==> config.mk <==
export PLATFORM = sky130hd
export DESIGN_NAME = wg_done_arbiter
export DESIGN_NICKNAME = d
export VERILOG_FILES = /design/src/rtl/dispatcher_pkg.sv /design/src/rtl/wg_done_fifo.sv /design/src/rtl/wg_done_arbiter.sv
export SDC_FILE = /design/constraint.sdc
export NUM_CORES = 1
export LEC_CHECK = 0
export ABC_AREA = 1
export ABC_CLOCK_PERIOD_IN_PS = 10220
export CAP_MARGIN = 20
export CELL_PAD_IN_SITES_DETAIL_PLACEMENT = 0
export CELL_PAD_IN_SITES_GLOBAL_PLACEMENT = 1
export CORE_ASPECT_RATIO = 1.25
export CORE_MARGIN = 4
export CORE_UTILIZATION = 41
export CTS_BUF_LIST = sky130_fd_sc_hd__clkbuf_4 sky130_fd_sc_hd__clkbuf_8
export DETAILED_ROUTE_END_ITERATION = 12
export PLACE_DENSITY_LB_ADDON = 0.1
export SYNTH_ARGS = -nofsm -noshare
export SYNTH_HDL_FRONTEND = slang
export SYNTH_SLANG_ARGS = --single-unit
==> constraint.sdc <==
create_clock -name clk -period 10.22 [get_ports clk]
set_clock_uncertainty 0.15 [all_clocks]
set_input_delay 2.044 -clock clk [delete_from_list [all_inputs] [get_ports clk]]
set_output_delay 2.044 -clock clk [all_outputs]
set_load 0.02 [all_outputs]
==> src/rtl/dispatcher_pkg.sv <==
// Shared dispatcher definitions: default id widths and the layout of a
// workgroup-completion FIFO entry (WG id in the low bits, CU id above it).
package dispatcher_pkg;

  localparam int WG_ID_WIDTH = 6;
  localparam int CU_ID_WIDTH = 3;
  localparam int FIFO_DEPTH  = 4;

  localparam int ENTRY_WG_ID_L = 0;
  localparam int ENTRY_WG_ID_H = ENTRY_WG_ID_L + WG_ID_WIDTH - 1;
  localparam int ENTRY_CU_ID_L = ENTRY_WG_ID_H + 1;
  localparam int ENTRY_CU_ID_H = ENTRY_CU_ID_L + CU_ID_WIDTH - 1;
  localparam int ENTRY_WIDTH   = WG_ID_WIDTH + CU_ID_WIDTH;

endpackage

==> src/rtl/wg_done_fifo.sv <==
// Small synchronous FIFO for completion entries. The head is shown
// combinationally and forced to zero while empty, so stale storage never
// leaks onto the outputs (including straight after reset).
module wg_done_fifo #(
  parameter int ENTRY_WIDTH     = dispatcher_pkg::ENTRY_WIDTH,
  parameter int FIFO_DEPTH      = dispatcher_pkg::FIFO_DEPTH,
  parameter int FIFO_ADDR_WIDTH = 2
) (
  input  logic                   clk,
  input  logic                   rst,
  input  logic                   push,
  input  logic [ENTRY_WIDTH-1:0] push_data,
  input  logic                   pop,
  output logic                   full,
  output logic                   empty,
  output logic [ENTRY_WIDTH-1:0] head
);

  logic [ENTRY_WIDTH-1:0]     mem [FIFO_DEPTH];
  logic [FIFO_ADDR_WIDTH-1:0] wr_ptr_reg, rd_ptr_reg;
  logic [FIFO_ADDR_WIDTH:0]   count_reg, count_next;
  logic                       push_en, pop_en;

  assign full    = (count_reg == (FIFO_ADDR_WIDTH+1)'(FIFO_DEPTH));
  assign empty   = (count_reg == '0);
  assign push_en = push && !full;
  assign pop_en  = pop && !empty;
  assign head    = empty ? '0 : mem[rd_ptr_reg];

  // Occupancy: simultaneous push and pop leaves the count unchanged.
  always_comb begin
    count_next = count_reg;
    if (push_en && !pop_en) count_next = count_reg + 1'b1;
    else if (!push_en && pop_en) count_next = count_reg - 1'b1;
  end

  // Storage write; contents need no reset because empty masks the head.
  always_ff @(posedge clk) begin
    if (push_en) mem[wr_ptr_reg] <= push_data;
  end

  // Pointer and count registers; depth is a power of two so pointers wrap.
  always_ff @(posedge clk) begin
    if (rst) begin
      wr_ptr_reg <= '0;
      rd_ptr_reg <= '0;
      count_reg  <= '0;
    end else begin
      if (push_en) wr_ptr_reg <= wr_ptr_reg + 1'b1;
      if (pop_en)  rd_ptr_reg <= rd_ptr_reg + 1'b1;
      count_reg <= count_next;
    end
  end

endmodule

==> src/rtl/wg_done_arbiter.sv <==
// Round-robin arbiter collecting per-CU workgroup-done requests into a
// completion FIFO that drains toward the GPU interface.
// Optional feature macro: WG_DONE_ARB_PERF_CNT_EN adds gpu_wg_done_count,
// a 32-bit wrapping count of entries popped by the GPU interface.
module wg_done_arbiter #(
  parameter int NUMBER_CU       = 8,
  parameter int CU_ID_WIDTH     = dispatcher_pkg::CU_ID_WIDTH,
  parameter int WG_ID_WIDTH     = dispatcher_pkg::WG_ID_WIDTH,
  parameter int FIFO_DEPTH      = dispatcher_pkg::FIFO_DEPTH,
  parameter int FIFO_ADDR_WIDTH = 2
) (
  input  logic                             clk,
  input  logic                             rst,
  input  logic [NUMBER_CU-1:0]             cu_wg_done_valid,
  input  logic [NUMBER_CU*WG_ID_WIDTH-1:0] cu_wg_done_wg_id,
  output logic [NUMBER_CU-1:0]             cu_wg_done_ack,
  output logic                             gpu_wg_done_valid,
  output logic [WG_ID_WIDTH-1:0]           gpu_wg_done_wg_id,
  output logic [CU_ID_WIDTH-1:0]           gpu_wg_done_cu_id,
  input  logic                             gpu_wg_done_ack
`ifdef WG_DONE_ARB_PERF_CNT_EN
  ,
  output logic [31:0]                      gpu_wg_done_count
`endif
);

  // Entry layout follows the shared package: WG id low, CU id above it.
  localparam int ENTRY_WIDTH = WG_ID_WIDTH + CU_ID_WIDTH;

  logic [CU_ID_WIDTH-1:0] rr_ptr_reg, rr_ptr_next;
  logic [CU_ID_WIDTH-1:0] grant_idx;
  logic                   grant_found;
  logic                   push, pop;
  logic                   fifo_full, fifo_empty;
  logic [ENTRY_WIDTH-1:0] fifo_head;
  logic [WG_ID_WIDTH-1:0] cu_wg_id [NUMBER_CU];
  int                     scan_idx;

  genvar gi;
  generate
    for (gi = 0; gi < NUMBER_CU; gi++) begin : g_cu
      assign cu_wg_id[gi]       = cu_wg_done_wg_id[gi*WG_ID_WIDTH +: WG_ID_WIDTH];
      assign cu_wg_done_ack[gi] = push && (grant_idx == CU_ID_WIDTH'(gi));
    end
  endgenerate

  // First requesting CU at or after rr_ptr, wrapping explicitly at NUMBER_CU.
  always_comb begin
    grant_found = 1'b0;
    grant_idx   = '0;
    scan_idx    = 0;
    for (int k = 0; k < NUMBER_CU; k++) begin
      scan_idx = int'(rr_ptr_reg) + k;
      if (scan_idx >= NUMBER_CU) scan_idx = scan_idx - NUMBER_CU;
      if (!grant_found && cu_wg_done_valid[scan_idx[CU_ID_WIDTH-1:0]]) begin
        grant_found = 1'b1;
        grant_idx   = scan_idx[CU_ID_WIDTH-1:0];
      end
    end
  end

  // Grant needs room judged on the registered count only, so the GPU ack
  // never reaches the CU ack combinationally.
  assign push = grant_found && !fifo_full && !rst;
  assign pop  = gpu_wg_done_valid && gpu_wg_done_ack;

  // Pointer moves one past the granted CU; holds when nothing is granted.
  always_comb begin
    rr_ptr_next = rr_ptr_reg;
    if (push) begin
      if (grant_idx == CU_ID_WIDTH'(NUMBER_CU - 1)) rr_ptr_next = '0;
      else rr_ptr_next = grant_idx + 1'b1;
    end
  end

  // Round-robin pointer register.
  always_ff @(posedge clk) begin
    if (rst) rr_ptr_reg <= '0;
    else     rr_ptr_reg <= rr_ptr_next;
  end

  wg_done_fifo #(
    .ENTRY_WIDTH     (ENTRY_WIDTH),
    .FIFO_DEPTH      (FIFO_DEPTH),
    .FIFO_ADDR_WIDTH (FIFO_ADDR_WIDTH)
  ) u_fifo (
    .clk       (clk),
    .rst       (rst),
    .push      (push),
    .push_data ({grant_idx, cu_wg_id[grant_idx]}),
    .pop       (pop),
    .full      (fifo_full),
    .empty     (fifo_empty),
    .head      (fifo_head)
  );

  assign gpu_wg_done_valid = !fifo_empty;
  assign gpu_wg_done_wg_id = fifo_head[WG_ID_WIDTH-1:0];
  assign gpu_wg_done_cu_id = fifo_head[ENTRY_WIDTH-1 -: CU_ID_WIDTH];

`ifdef WG_DONE_ARB_PERF_CNT_EN
  logic [31:0] pop_count_reg;

  // Count every completion delivered to the GPU interface.
  always_ff @(posedge clk) begin
    if (rst)      pop_count_reg <= '0;
    else if (pop) pop_count_reg <= pop_count_reg + 32'd1;
  end

  assign gpu_wg_done_count = pop_count_reg;
`endif

endmodule

# Word level (Yosys, flattened, before mapping)
# Memories as Yosys holds them, arrays and structs flattened. A register that Yosys moved wholly into a read port is not among the register bits.
# Index checks and enable logic that the tools add are counted.
# classes
addsub	20
magnitude_cmp	17
eq_ne	8
mux	51
bitwise_logic	1
reduce_logical	37
# op_table
cell	count
two-way mux 3 bit	19
>= comparator 4 bit (second input constant)	8
less-than comparator 3 x 4 -> 1 bit (second input constant)	8
subtractor 3 x 1 -> 3 bit (second input constant)	9
binary-select mux 1 bit (select 3 bit)	8
logical AND 1 bit	22
binary-select mux 6 bit (select 3 bit)	1
two-way mux 1 bit	18
adder 3 x 3 -> 4 bit (second input constant)	4
== test 3 bit (second input constant)	5
logical NOT 1 bit	12
two-way mux 6 bit	2
two-way mux 9 bit	1
adder 3 x 2 -> 4 bit (second input constant)	2
adder 3 x 1 -> 3 bit (second input constant)	2
== test 3 x 2 -> 1 bit (second input constant)	2
logical NOT 3 bit	2
adder 2 x 1 -> 2 bit (second input constant)	2
adder 3 x 1 -> 4 bit (second input constant)	1
>= comparator 3 x 4 -> 1 bit (second input constant)	1
two-way mux 2 bit	2
NOT 3 -> 4 bit	1
== test 3 x 1 -> 1 bit (second input constant)	1
nonzero test 2 bit	1
# totals
reg_bits	10
ram_bits	36
n_memories	1
# memory_table
memory	depth	width	rd	rd_clocked_by_memory_dff	write_ports	line	rtl
u_fifo.mem	4	9	1	1	1	wg_done_fifo.sv:19	logic [ENTRY_WIDTH-1:0] mem [FIFO_DEPTH];

# Logic depth before layout (Yosys ltp)
# Gate-level depths: netlist (run 1).
# logic_depth
depth_word	33
mapped_depth	23

# Hierarchy
# From an unflattened synthesis (run 1), not the netlist that was laid out.
# unflattened
cells_unflattened	498
hier_area_um2	3525.9
# modules_own_cells
module	instances	cells_per_inst	area_per_inst_um2	seq_area_each_um2
wg_done_fifo	1	175	1920.6	1261.2
wg_done_arbiter	1	323	1605.3	60.1

# Worst setup path after synthesis (run 1)
# Ideal clock, no wire load.
# synth_path
path_kind	input port to output port
startpoint	input port cu_wg_done_valid[5]
endpoint	output port cu_wg_done_ack[1]
arrival_ps	4081
required_time_ps	8026
path_slack_ps	3945
cell_stages	15
path_buffers	1
cell_sequence	nand2_1 nand3_4 nand3_2 nand2_4 nor2_4 nand4_4 nor2_8 nand3_4 nand3_4 nand2_4 buf_6 inv_1 ha_1 inv_1 nor3_1
# synth_via
elab_cells_between_ends	50
# synth_lines
element	line	rtl
start, declared	wg_done_arbiter.sv:14	input logic [NUMBER_CU-1:0] cu_wg_done_valid,
binary-select mux 1 bit (select 3 bit)	wg_done_arbiter.sv:55	if (!grant_found && cu_wg_done_valid[scan_idx[CU_ID_WIDTH-1:0]]) begin
two-way mux 1 bit (not written as such)	wg_done_arbiter.sv:55	
two-way mux 1 bit	wg_done_arbiter.sv:55	
logical NOT 1 bit	wg_done_arbiter.sv:55	
logical AND 1 bit	wg_done_arbiter.sv:55	
two-way mux 1 bit	wg_done_arbiter.sv:55	
logical NOT 1 bit	wg_done_arbiter.sv:55	
logical AND 1 bit	wg_done_arbiter.sv:55	
[11 not listed]	--	
logical AND 1 bit	wg_done_arbiter.sv:55	
two-way mux 1 bit	wg_done_arbiter.sv:55	
logical NOT 1 bit	wg_done_arbiter.sv:55	
logical AND 1 bit	wg_done_arbiter.sv:55	
two-way mux 3 bit (*)	wg_done_arbiter.sv:55	
named net grant_idx[0]	wg_done_arbiter.sv:31	logic [CU_ID_WIDTH-1:0] grant_idx;
== test 3 x 1 -> 1 bit (*)	wg_done_arbiter.sv:43	assign cu_wg_done_ack[gi] = push && (grant_idx == CU_ID_WIDTH'(gi));
logical AND 1 bit (*)	wg_done_arbiter.sv:43	
end, declared	wg_done_arbiter.sv:16	output logic [NUMBER_CU-1:0] cu_wg_done_ack,
# Mark *: on every way through the listed nets, which the timed path passes. The rest lies on a longest branch. The select of a mux whose other input is x is not followed.

# Worst setup path in the final report (run 1)
# layout_path
startpoint	input port cu_wg_done_valid[4]
endpoint	output port cu_wg_done_ack[7]
# layout_via
elab_cells_between_ends	50
# layout_lines
element	line
binary-select mux 1 bit (select 3 bit)	wg_done_arbiter.sv:55
two-way mux 1 bit (not written as such)	wg_done_arbiter.sv:55
two-way mux 1 bit	wg_done_arbiter.sv:55
logical NOT 1 bit	wg_done_arbiter.sv:55
logical AND 1 bit	wg_done_arbiter.sv:55
two-way mux 1 bit	wg_done_arbiter.sv:55
logical NOT 1 bit	wg_done_arbiter.sv:55
logical AND 1 bit	wg_done_arbiter.sv:55
[11 not listed]	--
logical AND 1 bit	wg_done_arbiter.sv:55
two-way mux 1 bit	wg_done_arbiter.sv:55
logical NOT 1 bit	wg_done_arbiter.sv:55
logical AND 1 bit	wg_done_arbiter.sv:55
two-way mux 3 bit (*)	wg_done_arbiter.sv:55
named net grant_idx[0]	wg_done_arbiter.sv:31
== test 3 bit (*)	wg_done_arbiter.sv:43
logical AND 1 bit (*)	wg_done_arbiter.sv:43
# Marks and branches as above.

==> results of run 1 <==
## synth_stat cells (all sizes together)
library cell  count
nor3              8
ha               13
nand4             4
nand3b            2
o31ai             1
o21ai            32
nand3            91
inv              38
nand2            81
a21boi            1
a21oi            20
clkbuf            4
edfxtp           36
buf              15
dfxtp            12
o21bai            1
clkinv            1
xnor2             1
a31oi             2
xor2              3
fa                1
nor2             60
## through the flow
step           instances  area [µm²]
6_report             590        4290
5_1_grt              590        4290
4_1_cts              590        4290
3_5_place_dp         582        4200
3_3_place_gp         582        4200
2_1_floorplan        427        3450
## layer usage
layer / up-vias / share of wire [%] / track usage, %
met5: - / 0 / 0
met4: 0 / 2.0 / 5.92
met3: 12 / 3.6 / 3.00
met2: 62 / 53 / 32.4
met1: 1406 / 41 / 19.3
li1: 1574 / - / -
## cells by family (layout without fill, tap and decap cells)
family | after synthesis | after routing
xor gates and xnor gates | 4 | 4
buffers and inverters | 58 | 124
AOI/OAI and AO/OA | 57 | 57
adders and majority gates | 14 | 14
and+or+nand+nor | 246 | 246
DFF | 48 | 48
## report_power, final
part | total, mW | leakage [nW] | internal [mW] | switching, mW
clock | 0.111 | 0.0404 | 0.0484 | 0.0625
combinational | 1.20 | 1.25 | 0.393 | 0.811
sequential | 0.436 | 0.431 | 0.389 | 0.0471
total | 1.75 | 1.72 | 0.830 | 0.921
## placed cells by master, fill, tap and decap left out, types with 3 or more instances in the layout
cell	count
nor2_4	4
inv_2	7
inv_1	30
nand2_1	58
nand2_2	18
o21ai_0	29
clkdlybuf4s50_1	76
nor2_1	52
nand4_1	3
nor3_1	8
nand3_1	81
nor2_2	3
clkbuf_8	5
nand3_2	7
edfxtp_1	36
nand2_4	5
ha_1	13
nand3_4	3
dfxtp_1	12
a21oi_1	20
## layout make-up
cell class	instances	area share [%]
Tap cell	97	2.83
Clock inverter	3	0.554
Clock buffer	5	1.60
Multi-Input combinational cell	321	42.8
Timing Repair Buffer	77	17.9
Sequential cell	48	30.8
Inverter	39	3.47
## how the worst max path moves through the flow
| stage | start | end | slack, ps | depth (start not counted) |
|---|---|---|---|---|
| final | cu_wg_done_valid[4] | cu_wg_done_ack[7] | 2530 | 16 |
| after global placement | cu_wg_done_valid[3] | cu_wg_done_ack[7] | 2510 | 17 |
| after detailed placement | cu_wg_done_valid[2] | cu_wg_done_ack[7] | 2510 | 17 |
| after floorplan | cu_wg_done_valid[5] | cu_wg_done_ack[1] | 3950 | 15 |
| after global routing | cu_wg_done_valid[4] | cu_wg_done_ack[7] | 2220 | 17 |
| after CTS | cu_wg_done_valid[7] | cu_wg_done_ack[7] | 2510 | 17 |
## critical path, stage by stage
cell and delay (ps):
clkdlybuf4s50_1 530, nand2_1 100, nand3_1 140, nand2_1 90, o21ai_2 290, inv_1 90, nor2_2 180, nor2_4 50
nand3_4 250, nand2_4 280, inv_1 240, ha_1 210, ha_1 140, inv_1 50, nor2_1 150, clkdlybuf4s50_1 640
==> key figures, run 1 <==
Power
  – VDD IR max: 0.226 mV
  – Total power: between 1.5 and 2 mW
  – P_leak: roughly 1.7 nW
  – Pwr dens: 408 nW/µm²

GRT
  – First-pass GRT wire length: about 14 mm
  – Gr usage total: 17.2%
  – Total grt overflow: 0
  – Initial antenna violation count: 0
  – Largest net degree at the start of global routing: 29
  – Vias in the first global route: roughly 2900

Status
  – Status: completed

Placed design
  – IO Port Bufs: 76
  – DP HPWL: 6.76 mm
  – Worst slack at placement: roughly 2500 ps
  – Gpl congestion: between 0.8 and 0.9

Clocking
  – Hold Buf Count CTS: 0
  – Clk slew on worst S/H paths: ~80 ps
  – CTS tree: done
  – Clk root buf: clkbuf_8
  – Post-CTS sizing: 0
  – Clk sink count: between 40 and 50
  – Post-CTS setup buffers: 0
  – Deepest clock path buffer count: 2
  – Clock buffer count from CTS: 5
  – H-tree levels: 2
  – Worst-Skew Late Latency: around 300 ps

Worst setup path
  – FF-to-FF path depth: 19
  – FF-to-FF Start: rr_ptr_reg[0]
  – WP data required: approximately 8000 ps
  – Worst R2R End: u_fifo.count_reg[2]
  – Crit path max fanout: 28
  – Crit Path Class: input pin to primary output
  – Crit path capture type: primary output
  – R2R setup slack: approximately 6000 ps
  – Arr. time, crit path: between 5000 and 6000 ps
  – CP Launch Type: input pin

STA
  – Final setup vio count: 0
  – Part of the cycle the worst path needs: between 70% and 80%
  – Fin Hold WS: between 300 and 400 ps
  – Setup TNS: 0 ps
  – Max-slew violations: 0
  – Period minus WS final: between 7000 and 8000 ps
  – Final hold violation count: 0
  – Rel. slew slack: around 40%
  – Unrepaired setup endpoints after global routing: false
  – Fmax: between 0.1 and 0.15 GHz
  – Final critical-path setup slack: roughly 2500 ps
  – Slew @ Worst Pin: between 800 and 900 ps

Synthesis
  – Syn Nets: 500
  – Mux contribution to synthesized area: 0%
  – Sequential share of the synthesized area: about two fifths
  – Main combinational cell family by area after synthesis: simple AND/OR/NAND/NOR gates
  – Mean Syn Cell Area: between 8 and 9 µm²
  – Synth top area share: between 30% and 40%
  – Synth Area in Compound Gates: under 10%
  – Synth area leaders: edfxtp_1, nand3_1, dfxtp_1, nand2_1, nor2_1
  – Area leader, netlist: edfxtp_1
  – Gate Count Post-Synth: around 430
  – Synthesized cell area: about 3500 µm²
  – Xor/xnor share of the synthesized area: around 1.2%
  – Synth Area in Simple Gates: about 38%
  – Adder-cell area share of the yosys netlist: under 10%
  – YS warnings: 0
  – Post-synth cell types: between 40 and 50
  – Flop and latch count out of synthesis: 48

Min path
  – WHS Endpoint: u_fifo.rd_ptr_reg[0]
  – Hold path cells: 1
  – Hold Path Class: flop to flop
  – Hold_sp: u_fifo.rd_ptr_reg[0]

Flow run
  – Max-Cap Viols: 0

Cells and area
  – Number of fill cells: ~800
  – ANT cells: 0
  – Layout cells sized above 1: roughly 13%
  – Max FFs per register: 36
  – Final Util: approximately 52%
  – Storage cell area: roughly 1300 µm²
  – Footprint of the multi-input gates: around 1800 µm²
  – Area delta synth->final: 24.2%
  – Layout Nets: around 570

Floorplanning
  – Die area: approximately 10000 µm²
  – IO Pins: 77
  – FP Rows: 37
  – Placeable Area: between 8000 and 9000 µm²
  – DIE WIDTH: between 90 and 100 µm
  – Die Height: around 110 µm
  – Initial Util: about two fifths

Drt
  – Drc violations: 0
  – Router iterations before antenna repair: 4
  – Antenna Violating Nets Remaining: 0
  – Via count: just over 3000
  – Final wirelength: slightly below 9 mm
  – DR WL/cell: about 15 µm
  – Initial DRC Count: ~100
  – Vias per cell: a little over 5
No activity file was read; power rests on OpenSTA's default activity.
==> run 2: changes to the inputs <==
--- a/config.mk
+++ b/config.mk
@@ -6,13 +6,13 @@
 export NUM_CORES = 1
 export LEC_CHECK = 0
 export ABC_AREA = 1
-export ABC_CLOCK_PERIOD_IN_PS = 10220
+export ABC_CLOCK_PERIOD_IN_PS = 6290
 export CAP_MARGIN = 20
 export CELL_PAD_IN_SITES_DETAIL_PLACEMENT = 0
 export CELL_PAD_IN_SITES_GLOBAL_PLACEMENT = 1
 export CORE_ASPECT_RATIO = 1.25
 export CORE_MARGIN = 4
-export CORE_UTILIZATION = 41
+export CORE_UTILIZATION = 35
 export CTS_BUF_LIST = sky130_fd_sc_hd__clkbuf_4 sky130_fd_sc_hd__clkbuf_8
 export DETAILED_ROUTE_END_ITERATION = 12
 export PLACE_DENSITY_LB_ADDON = 0.1
==> constraint.sdc (replaced) <==
create_clock -name clk -period 6.29 [get_ports clk]
set_clock_uncertainty 0.15 [all_clocks]
set_input_delay 1.258 -clock clk [delete_from_list [all_inputs] [get_ports clk]]
set_output_delay 1.258 -clock clk [all_outputs]
set_load 0.02 [all_outputs]
==> run 2 against run 1 <==
  * Sequential share of layout area shrank 0.84 points
  * First-iteration DRC count up 48%
  * Clock power increased by 110%
  * Die area is 16% higher
  * Sequential cell count stayed put
  * Largest cell class unchanged
  * Global-route usage is 1.5 points lower
  * Count of clock-buffer cells in the layout grew 2
  * Highest routed layer unchanged
  * Combinational power up 70%
  * Design area rose by 2.8%
  * Sequential power up 58%
  * Register-to-register slack got worse by 3600 ps
  * Worst hold slack worse by 9.9 ps
==> key figures, run 2 (same netlist as run 1, synthesis figures left out) <==
Status
  – Status: completed (unchanged)

Drt
  – Vias per cell: 4.77 (was 5.18)
  – Antenna Violating Nets Remaining: 0 (unchanged)
  – Via count: 2983 (was 3054)
  – Final wirelength: 8.93 mm (was 8.78 mm)
  – Router iterations before antenna repair: 4 (unchanged)
  – Initial DRC Count: 152 (was 103)
  – DR WL/cell: 14.3 µm (was 14.9 µm)
  – Drc violations: 0 (unchanged)

Cells and area
  – Max FFs per register: 36 (unchanged)
  – Layout Nets: 571 (was 565)
  – ANT cells: 0 (unchanged)
  – Final Util: 45.9% (was 52.0%)
  – Area delta synth->final: 27.6% (was 24.2%)
  – Layout cells sized above 1: 14.2% (was 13.0%)
  – Final Instance Area: 4410 µm² (was 4290 µm²)
  – Post-Layout Cell Count: 625 (was 590)
  – Commonest non-fill, non-tap cells in the layout: nand3_1, clkdlybuf4s50_1, nand2_1 (unchanged)
  – Most common cell after layout, fill and taps aside: nand3_1 (unchanged)

Worst setup path
  – FF-to-FF path depth: 20 (was 19)
  – Crit path capture type: primary output (unchanged)
  – FF-to-FF Start: rr_ptr_reg[1] (was rr_ptr_reg[0])
  – R2R setup slack: 2380 ps (was 5960 ps)
  – Crit Path Class: input pin to primary output (unchanged)
  – Crit path max fanout: 18 (was 28)
  – CP Launch Type: input pin (unchanged)
  – WP data required: 4880 ps (was 8030 ps)
  – Worst R2R End: u_fifo.count_reg[2] (unchanged)
  – Arr. time, crit path: 4370 ps (was 5500 ps)

STA
  – Final critical-path setup slack: 513 ps (was 2530 ps)
  – Fin Hold WS: 316 ps (was 326 ps)
  – Slew @ Worst Pin: 930 ps (was 884 ps)
  – Final setup vio count: 0 (unchanged)
  – Max-slew violations: 0 (unchanged)
  – Unrepaired setup endpoints after global routing: false (unchanged)
  – Part of the cycle the worst path needs: between 90% and 100%
  – Fmax: 0.173 GHz
  – Final hold violation count: 0 (unchanged)
  – Rel. slew slack: 37.8% (was 40.8%)
  – Setup TNS: 0 ps (unchanged)
  – Period minus WS final: approximately 5800 ps

Power
  – Total power: 2.97 mW (was 1.75 mW)
  – Int Pwr: 1.46 mW (was 0.830 mW)
  – Sw frac: 50.8% (was 52.6%)
  – VDD IR max: 0.307 mV (was 0.226 mV)
  – Comb power frac: 68.8% (about the same)
  – Pwr dens: 674 nW/µm² (was 408 nW/µm²)
  – P_leak: 1.78 nW (was 1.72 nW)
  – Sw power: 1.51 mW (was 0.921 mW)
  – Seq pwr share: 23.3% (was 24.9%)
  – Clock share of power: 8.0% (was 6.3%)

Placed design
  – Worst slack at placement: 484 ps (was 2510 ps)
  – DP HPWL: 6.93 mm (was 6.76 mm)
  – Placed cell area: 4280 µm² (was 4200 µm²)
  – Placed cell count: 617 (was 582)
  – IO Port Bufs: 76 (unchanged)
  – Gpl congestion: 0.874 (was 0.816)

GRT
  – First-pass GRT wire length: 14.8 mm (was 13.8 mm)
  – Initial antenna violation count: 0 (unchanged)
  – Gr usage total: 15.7% (was 17.2%)
  – Largest net degree at the start of global routing: 28 (was 29)
  – Vias in the first global route: 3009 (was 2884)
  – Total grt overflow: 0 (unchanged)

Flow run
  – Max-Cap Viols: 0 (unchanged)

Floorplanning
  – Initial Util: 35.9% (was 41.9%)
  – IO Pins: 77 (unchanged)
  – DIE WIDTH: 96.8 µm (was 90.1 µm)
  – Placeable Area: 9610 µm² (was 8240 µm²)
  – FP Rows: 40 (was 37)
  – Die area: 11500 µm² (was 9960 µm²)
  – Die Height: 119 µm (was 111 µm)

Min path
  – Hold path cells: 2 (was 1)
  – WHS Endpoint: u_fifo.rd_ptr_reg[1] (was u_fifo.rd_ptr_reg[0])
  – Hold_sp: u_fifo.rd_ptr_reg[1] (was u_fifo.rd_ptr_reg[0])
  – Hold Path Class: flop to flop (unchanged)

Clocking
  – CTS tree: done (unchanged)
  – Post-CTS setup buffers: 0 (unchanged)
  – Hold Buf Count CTS: 0 (unchanged)
  – Clk sink count: 48 (unchanged)
  – Clk root buf: clkbuf_8 (unchanged)
  – Post-CTS sizing: 0 (unchanged)
  – Worst-Skew Late Latency: 300 ps (about the same)
  – Clk slew on worst S/H paths: 80 ps (about the same)
  – Clock buffer count from CTS: 5 (unchanged)
  – Deepest clock path buffer count: 2 (unchanged)
  – H-tree levels: 2 (unchanged)
## run 2: critical path, cell delays in order
cell	delay (ps)
clkdlybuf4s50_1	440
nand2_1	160
nand3_4	90
nand3_2	120
nand2_4	90
nor2_4	170
nand4_4	140
nor2_8	150
nand3_4	110
nor2_4	130
inv_2	40
nand2_2	270
ha_1	240
ha_1	150
inv_1	50
nor2_1	130
clkdlybuf4s50_1	630
## run 2: power groups by stage
stage,logic (mW),registers (mW),clock network (mW)
after detailed placement,2.08,0.701,0
after CTS,2.08,0.693,0.241
after global placement,2.06,0.697,0
after global routing,2.29,0.707,0.253
final,2.04,0.691,0.237
after floorplan,1.57,0.665,0
## run 2: layer usage
metal	track usage, %	part of all wire (%)	up-vias
met2	28.7	52	51
li1	-	-	1583
met1	19.2	44	1343
met4	4.21	1.2	0
met5	0	0	-
met3	2.17	2.5	6
## run 2: area by class of cell
class	instances	area, µm²
fillers	985	5200
multi-input cells	321	1840
flip-flops and latches	48	1320
repair buffers	83	813
well taps	126	158
inverters	39	149
clock buffers	7	96.3
clock inverters	1	30.0
## run 2: worst max-delay path by stage
| stage | from | endpoint | slack, ps | depth (start not counted) |
|---|---|---|---|---|
| after detailed placement | cu_wg_done_valid[5] | cu_wg_done_ack[7] | 480 | 17 |
| final | cu_wg_done_valid[5] | cu_wg_done_ack[7] | 510 | 17 |
| after CTS | cu_wg_done_valid[5] | cu_wg_done_ack[7] | 470 | 17 |
| after global placement | cu_wg_done_valid[7] | cu_wg_done_ack[7] | 480 | 17 |
| after floorplan | cu_wg_done_valid[5] | cu_wg_done_ack[1] | 1590 | 15 |
| after global routing | cu_wg_done_valid[7] | cu_wg_done_ack[7] | 290 | 17 |
